$ cat src/rtl/vfifo_sc_fwft_pkg.sv
// vfifo_sc_fwft shared defaults and derived-size helpers.
// Optional almost flags: define VFIFO_SC_FWFT_ALMOST_EN.
package vfifo_sc_fwft_pkg;

  localparam int DATA_WIDTH_DEF = 8;
  localparam int ADDR_WIDTH_DEF = 4;

  function automatic int depth_of(input int aw);
    return 1 << aw;
  endfunction

  // Pointers carry one extra wrap bit.
  function automatic int ptr_width(input int aw);
    return aw + 1;
  endfunction

endpackage

$ cat src/rtl/vfifo_dual_port_ram_sc_sw.sv
// Single-clock simple-dual-port RAM.
// Port A writes; port B reads through a registered address.
module vfifo_dual_port_ram_sc_sw #(
  parameter int DATA_WIDTH = 8,
  parameter int ADDR_WIDTH = 4
) (
  input  logic                  clk,
  input  logic [DATA_WIDTH-1:0] d_a,
  input  logic [ADDR_WIDTH-1:0] adr_a,
  input  logic                  we_a,
  input  logic [ADDR_WIDTH-1:0] adr_b,
  output logic [DATA_WIDTH-1:0] q_b
);

  logic [DATA_WIDTH-1:0] mem [0:(1<<ADDR_WIDTH)-1];
  logic [ADDR_WIDTH-1:0] adr_b_q;

  // Write port A and capture the read address for port B.
  always_ff @(posedge clk) begin
    if (we_a) mem[adr_a] <= d_a;
    adr_b_q <= adr_b;
  end

  assign q_b = mem[adr_b_q];

endmodule

$ cat src/rtl/vfifo_sc_fwft.sv
// Single-clock FWFT FIFO controller around a SDP RAM.
// Optional almost flags: define VFIFO_SC_FWFT_ALMOST_EN.
module vfifo_sc_fwft
  import vfifo_sc_fwft_pkg::*;
#(
  parameter int DATA_WIDTH = DATA_WIDTH_DEF,
  parameter int ADDR_WIDTH = ADDR_WIDTH_DEF
`ifdef VFIFO_SC_FWFT_ALMOST_EN
  ,
  parameter int AF_LEVEL = depth_of(ADDR_WIDTH) - 2,
  parameter int AE_LEVEL = 2
`endif
) (
  input  logic                  clk,
  input  logic                  rst_n,
  input  logic                  wr_en,
  input  logic [DATA_WIDTH-1:0] wr_data,
  output logic                  full,
  output logic                  rd_valid,
  input  logic                  rd_ready,
  output logic [DATA_WIDTH-1:0] rd_data,
  output logic [ADDR_WIDTH:0]   count
`ifdef VFIFO_SC_FWFT_ALMOST_EN
  ,
  output logic                  almost_full,
  output logic                  almost_empty
`endif
);

  localparam int PW = ptr_width(ADDR_WIDTH);
  localparam logic [PW-1:0] DEPTH_P =
    PW'(depth_of(ADDR_WIDTH));
  localparam logic [PW-1:0] ONE = PW'(1);
  localparam logic [ADDR_WIDTH-1:0] A_ONE =
    ADDR_WIDTH'(1);

  logic [PW-1:0]         wr_ptr;
  logic [PW-1:0]         rd_ptr;
  logic [PW-1:0]         free_ptr;
  logic [PW-1:0]         used;
  logic                  q_valid;
  logic                  push;
  logic                  pop;
  logic                  stall;
  logic                  issue;
  logic                  land;
  logic [ADDR_WIDTH-1:0] adr_b;
  logic [DATA_WIDTH-1:0] q_b;

  // Slots stay owned until their word reaches rd_data.
  assign used  = wr_ptr - free_ptr;
  assign full  = (used == DEPTH_P);
  assign push  = wr_en && !full;
  assign pop   = rd_valid && rd_ready;
  assign stall = q_valid && rd_valid && !rd_ready;
  assign issue = (rd_ptr != wr_ptr) && !stall;
  assign land  = q_valid && !stall;
  assign count = used + {{(PW-1){1'b0}}, rd_valid};

  // A stalled read keeps its address so q_b holds.
  assign adr_b = stall
    ? rd_ptr[ADDR_WIDTH-1:0] - A_ONE
    : rd_ptr[ADDR_WIDTH-1:0];

  vfifo_dual_port_ram_sc_sw #(
    .DATA_WIDTH (DATA_WIDTH),
    .ADDR_WIDTH (ADDR_WIDTH)
  ) u_ram (
    .clk   (clk),
    .d_a   (wr_data),
    .adr_a (wr_ptr[ADDR_WIDTH-1:0]),
    .we_a  (push && rst_n),
    .adr_b (adr_b),
    .q_b   (q_b)
  );

  // Pointer, in-flight read and output register state.
  always_ff @(posedge clk) begin
    if (!rst_n) begin
      wr_ptr   <= '0;
      rd_ptr   <= '0;
      free_ptr <= '0;
      q_valid  <= 1'b0;
      rd_valid <= 1'b0;
      rd_data  <= '0;
    end else begin
      if (push) wr_ptr <= wr_ptr + ONE;
      if (issue) rd_ptr <= rd_ptr + ONE;
      if (!stall) q_valid <= issue;
      if (land) begin
        rd_data  <= q_b;
        rd_valid <= 1'b1;
        free_ptr <= free_ptr + ONE;
      end else if (pop) begin
        rd_valid <= 1'b0;
      end
    end
  end

`ifdef VFIFO_SC_FWFT_ALMOST_EN
  localparam logic [PW-1:0] AF_P = PW'(AF_LEVEL);
  localparam logic [PW-1:0] AE_P = PW'(AE_LEVEL);

  logic [PW-1:0] wr_nxt;
  logic [PW-1:0] free_nxt;
  logic          rv_nxt;
  logic [PW-1:0] cnt_nxt;

  assign wr_nxt   = push ? wr_ptr + ONE : wr_ptr;
  assign free_nxt = land ? free_ptr + ONE : free_ptr;
  assign rv_nxt   = land || (rd_valid && !pop);
  assign cnt_nxt  = (wr_nxt - free_nxt)
                  + {{(PW-1){1'b0}}, rv_nxt};

  // Flags track the count the next edge will hold.
  always_ff @(posedge clk) begin
    if (!rst_n) begin
      almost_full  <= 1'b0;
      almost_empty <= 1'b1;
    end else begin
      almost_full  <= (cnt_nxt >= AF_P);
      almost_empty <= (cnt_nxt <= AE_P);
    end
  end
`endif

endmodule
$ cat config.mk
export PLATFORM = sky130hd
export DESIGN_NAME = vfifo_sc_fwft
export DESIGN_NICKNAME = d
export VERILOG_FILES = /design/src/rtl/vfifo_sc_fwft_pkg.sv /design/src/rtl/vfifo_dual_port_ram_sc_sw.sv /design/src/rtl/vfifo_sc_fwft.sv
export SDC_FILE = /design/constraint.sdc
export NUM_CORES = 1
export LEC_CHECK = 0
export CORE_ASPECT_RATIO = 1.25
export CORE_UTILIZATION = 65
export CTS_CLUSTER_SIZE = 16
export DETAILED_ROUTE_END_ITERATION = 8
export GPL_TIMING_DRIVEN = 0
export HOLD_SLACK_MARGIN = 0.05
export MAX_ROUTING_LAYER = met4
export PLACE_DENSITY_LB_ADDON = 0.1
export REMOVE_ABC_BUFFERS = 1
export SETUP_SLACK_MARGIN = 0.3
export SLEW_MARGIN = 10
export SYNTH_ARGS = -nofsm -noshare
export SYNTH_HDL_FRONTEND = slang
export SYNTH_SLANG_ARGS = --single-unit
$ cat constraint.sdc
create_clock -name clk -period 5.9 [get_ports clk]
set_clock_uncertainty 0.2 [all_clocks]
set_input_delay 0.59 -clock clk [delete_from_list [all_inputs] [get_ports clk]]
set_output_delay 0.59 -clock clk [all_outputs]
set_load 0.01 [all_outputs]
==> flow_summary_export.csv <==
group,metric,value,unit
placement,dpl.hpwl,8.218,mm
finish,final_common_cell,"edfxtp_1",
cts,cts-resized-gates,0,
setup_path,start_kind,"flip-flop",
sta,min_period,3.989,ns
global_routing,antenna_found_initial,0,
power_and_ir_drop,power.leakage,2.477,nW
worst_hold_path,hold_path_class,"flip-flop to flip-flop",
routing,drc,0,
sta,setup_ws,1.911,ns
outcome,status,"complete, no violations",
routing,dr.pass1.iters,4,
floorplanning,fp.dieW,91.22,µm
global_routing,grt_pass1_wl,19.57,mm
sta,slew_violations,0,
floorplanning,pin_count,27,
cts,hold_buffers,0,
synth,async_flop_share,0,
sta,setup_viol,0,
setup_path,arrival,3.82,ns
floorplanning,die-area,10360,µm²
power_and_ir_drop,internal-power,2.245,mW
floorplanning,rows,40,
cts,cts_setup_buffers,0,
synth,ys.flop_type,"edfxtp_1",
finish,nNetsFinal,440,
routing,antenna_left,0,
sta,finalHoldViolCount,0,
synth,synthTopCellsByArea,"edfxtp_1 (59%), mux4_2 (11%), dfxtp_1 (9.0%)",
cts,htreeDepth,4,
global_routing,grt_pass1_vias,3558,
routing,vias,3505,
cts,clock-root-buffer,"clkbuf_16",
routing,drt-total-wl,12.62,mm
sta,rsz0062_at_grt,"false",
placement,port_buffers,26,
cts,tritoncts,"yes",
sta,fin_crit_sh,0.6761,
setup_path,cp.required,5.73,ns
routing,drt_iter0_markers,343,
synth,yosysTopAreaCell,"edfxtp_1",
power_and_ir_drop,swShare,0.2690,
finish,antennaDiodeCount,0,
synth,syn-cell-area,6467,µm²
finish,layout-drive-gt1-share,0.2108,
placement,post-place-ws,1.883,ns
synth,yosysTopAreaCellShare,0.5943,
sta,tns,0,ns
routing,wire_per_inst,22.82,µm
finish,area_growth,15.67,%
synth,netlist_instances,384,
cts,clkLatencyLatePin,0.41,ns
floorplanning,design.core.area,9659,µm²
sta,tightestPinTransition,1.119,ns
synth,synth_cell_types,39,
routing,routed_via_density,6.338,
setup_path,crit_fanout,18,
sta,max_freq,0.2507,GHz
global_routing,track_usage,0.2744,
synth,synth_seq_area_share,0.6841,
finish,final_cell_mix,"edfxtp_1 (128), mux4_2 (32), nand2_1 (27), dfxtp_1 (27), clkdlybuf4s50_1 (25)",
power_and_ir_drop,ir_drop,355.2,µV
setup_path,end_kind,"flip-flop",
cts,cts_sinks,157,
power_and_ir_drop,seqPwrFrac,0.432,
power_and_ir_drop,comb_power_share,0.242,
power_and_ir_drop,p_clk_frac,0.326,
cts,path_clk_slew,0.06,ns
floorplanning,die_h,113.5,µm
power_and_ir_drop,power_switching,826.3,µW
placement,gp_congestion,0.7633,
synth,ys_seq_elements,157,
global_routing,grt_max_degree,36,
floorplanning,start_util,0.6696,
run,maxCapViolCount,0,
power_and_ir_drop,p_per_area,410.5,nW/µm²
synth,synth_edf_count,128,
global_routing,overflow,0,
finish,fillers,524,
setup_path,path_class,"flip-flop to flip-flop",
sta,maxSlewHeadroom,0.2479,
cts,cts_buffers,17,
cts,cts_max_path_buffers,2,
synth,yosysWarnings,0,
synth,avgSynthCellArea,16.84,µm²
## kinds of logic (layout without fill, tap and decap cells)
logic type               count (synthesis)  in the layout  synth area share
multiplexers                            40             40            0.1246
buffers and inverters                   30             73           0.02186
AO/OA/AOI/OAI                           40             40           0.04759
XOR/XNOR                                21             21           0.02960
flip-flops                             157            157            0.6841
AND/OR/NAND/NOR                         82             82           0.06404
adder cells (fa/ha/maj)                 14             14           0.02825
## power by group through the flow
stage	clock network, mW	logic (mW)	registers [mW]
floorplan	0	0.449	1.37
global placement	0	0.650	1.40
detailed placement	0	0.737	1.35
CTS	1.01	0.748	1.33
global route	1.05	0.806	1.34
finish	1.00	0.744	1.33
## layer usage
metal  vias to the layer above  part of all wire  GRT usage
li1                       1555                 -          -
met1                      1784              0.40     0.3245
met2                       148              0.54     0.4732
met3                        18             0.047    0.05200
met4                         0             0.017     0.1005
met5                         -                 0          -
## cells in the mapped netlist, drive strengths merged (6+ instances only)
| cell type | n |
|---|---|
| a22o | 8 |
| xnor2 | 14 |
| buf | 7 |
| a221oi | 8 |
| xor2 | 7 |
| mux2i | 7 |
| ha | 13 |
| o22ai | 8 |
| edfxtp | 128 |
| mux4 | 32 |
| nand2b | 6 |
| nand2 | 27 |
| nor3 | 14 |
| dfxtp | 29 |
| and2 | 7 |
| nor2b | 7 |
| nor4 | 6 |
| inv | 9 |
| clkbuf | 14 |
| nand3 | 6 |
## critical path, cell delays in order (launching register included)
cell	delay, ns
dfxtp_1	0.46
inv_1	0.15
ha_1	0.23
fa_1	0.42
xnor2_2	0.28
nor4_1	0.08
mux2_4	0.31
a21bo_1	0.51
nor4_2	0.97
## layout make-up
type,count,area (µm²),share of cell area
flip-flops and latches,157,4427,0.5917
multi-input cells,197,1983,0.2651
clock buffers,27,523.0,0.06991
repair buffers,32,325.3,0.04349
well taps,126,157.7,0.02107
inverters,9,33.78,0.004516
clock inverters,5,31.28,0.004181
## path summary, 6_finish.rpt
path         cells past startpoint                         to                    start  slack [ns]
max                              8  u_ram.mem[3][0]$_DFFE_PP_   wr_ptr[0]$_SDFFE_PN0P_        1.91
min                              2    rd_data[2]$_SDFFE_PN0P_  rd_data[2]$_SDFFE_PN0P_        0.29
max reg2reg                      8  u_ram.mem[3][0]$_DFFE_PP_   wr_ptr[0]$_SDFFE_PN0P_        1.91
min reg2reg                      2    rd_data[2]$_SDFFE_PN0P_  rd_data[2]$_SDFFE_PN0P_        0.29
## flip-flops by register name, indices dropped and copies added (netlist names)
register	flops
rd_data	8
wr_ptr	5
u_ram.adr_b_q	4
q_valid	1
rd_valid	1
rd_ptr	5
free_ptr	5
u_ram.mem	128
## through the flow
| step | total power [mW] | hold WS, ns | instances | util | cell area [µm²] |
|---|---|---|---|---|---|
| 2_1_floorplan | 1.821 | 0.2761 | 363 | - | 6360 |
| 3_3_place_gp | 2.048 | 0.2604 | 515 | 0.7017 | 6778 |
| 3_5_place_dp | 2.087 | 0.2772 | 521 | 0.7174 | 6929 |
| 4_1_cts | 3.084 | 0.2878 | 553 | 0.7747 | 7483 |
| 5_1_grt | 3.191 | 0.3048 | 553 | 0.7745 | 7481 |
| 6_report | 3.071 | 0.2882 | 553 | 0.7745 | 7481 |
Note: power is estimated with default switching activity, not from simulation.
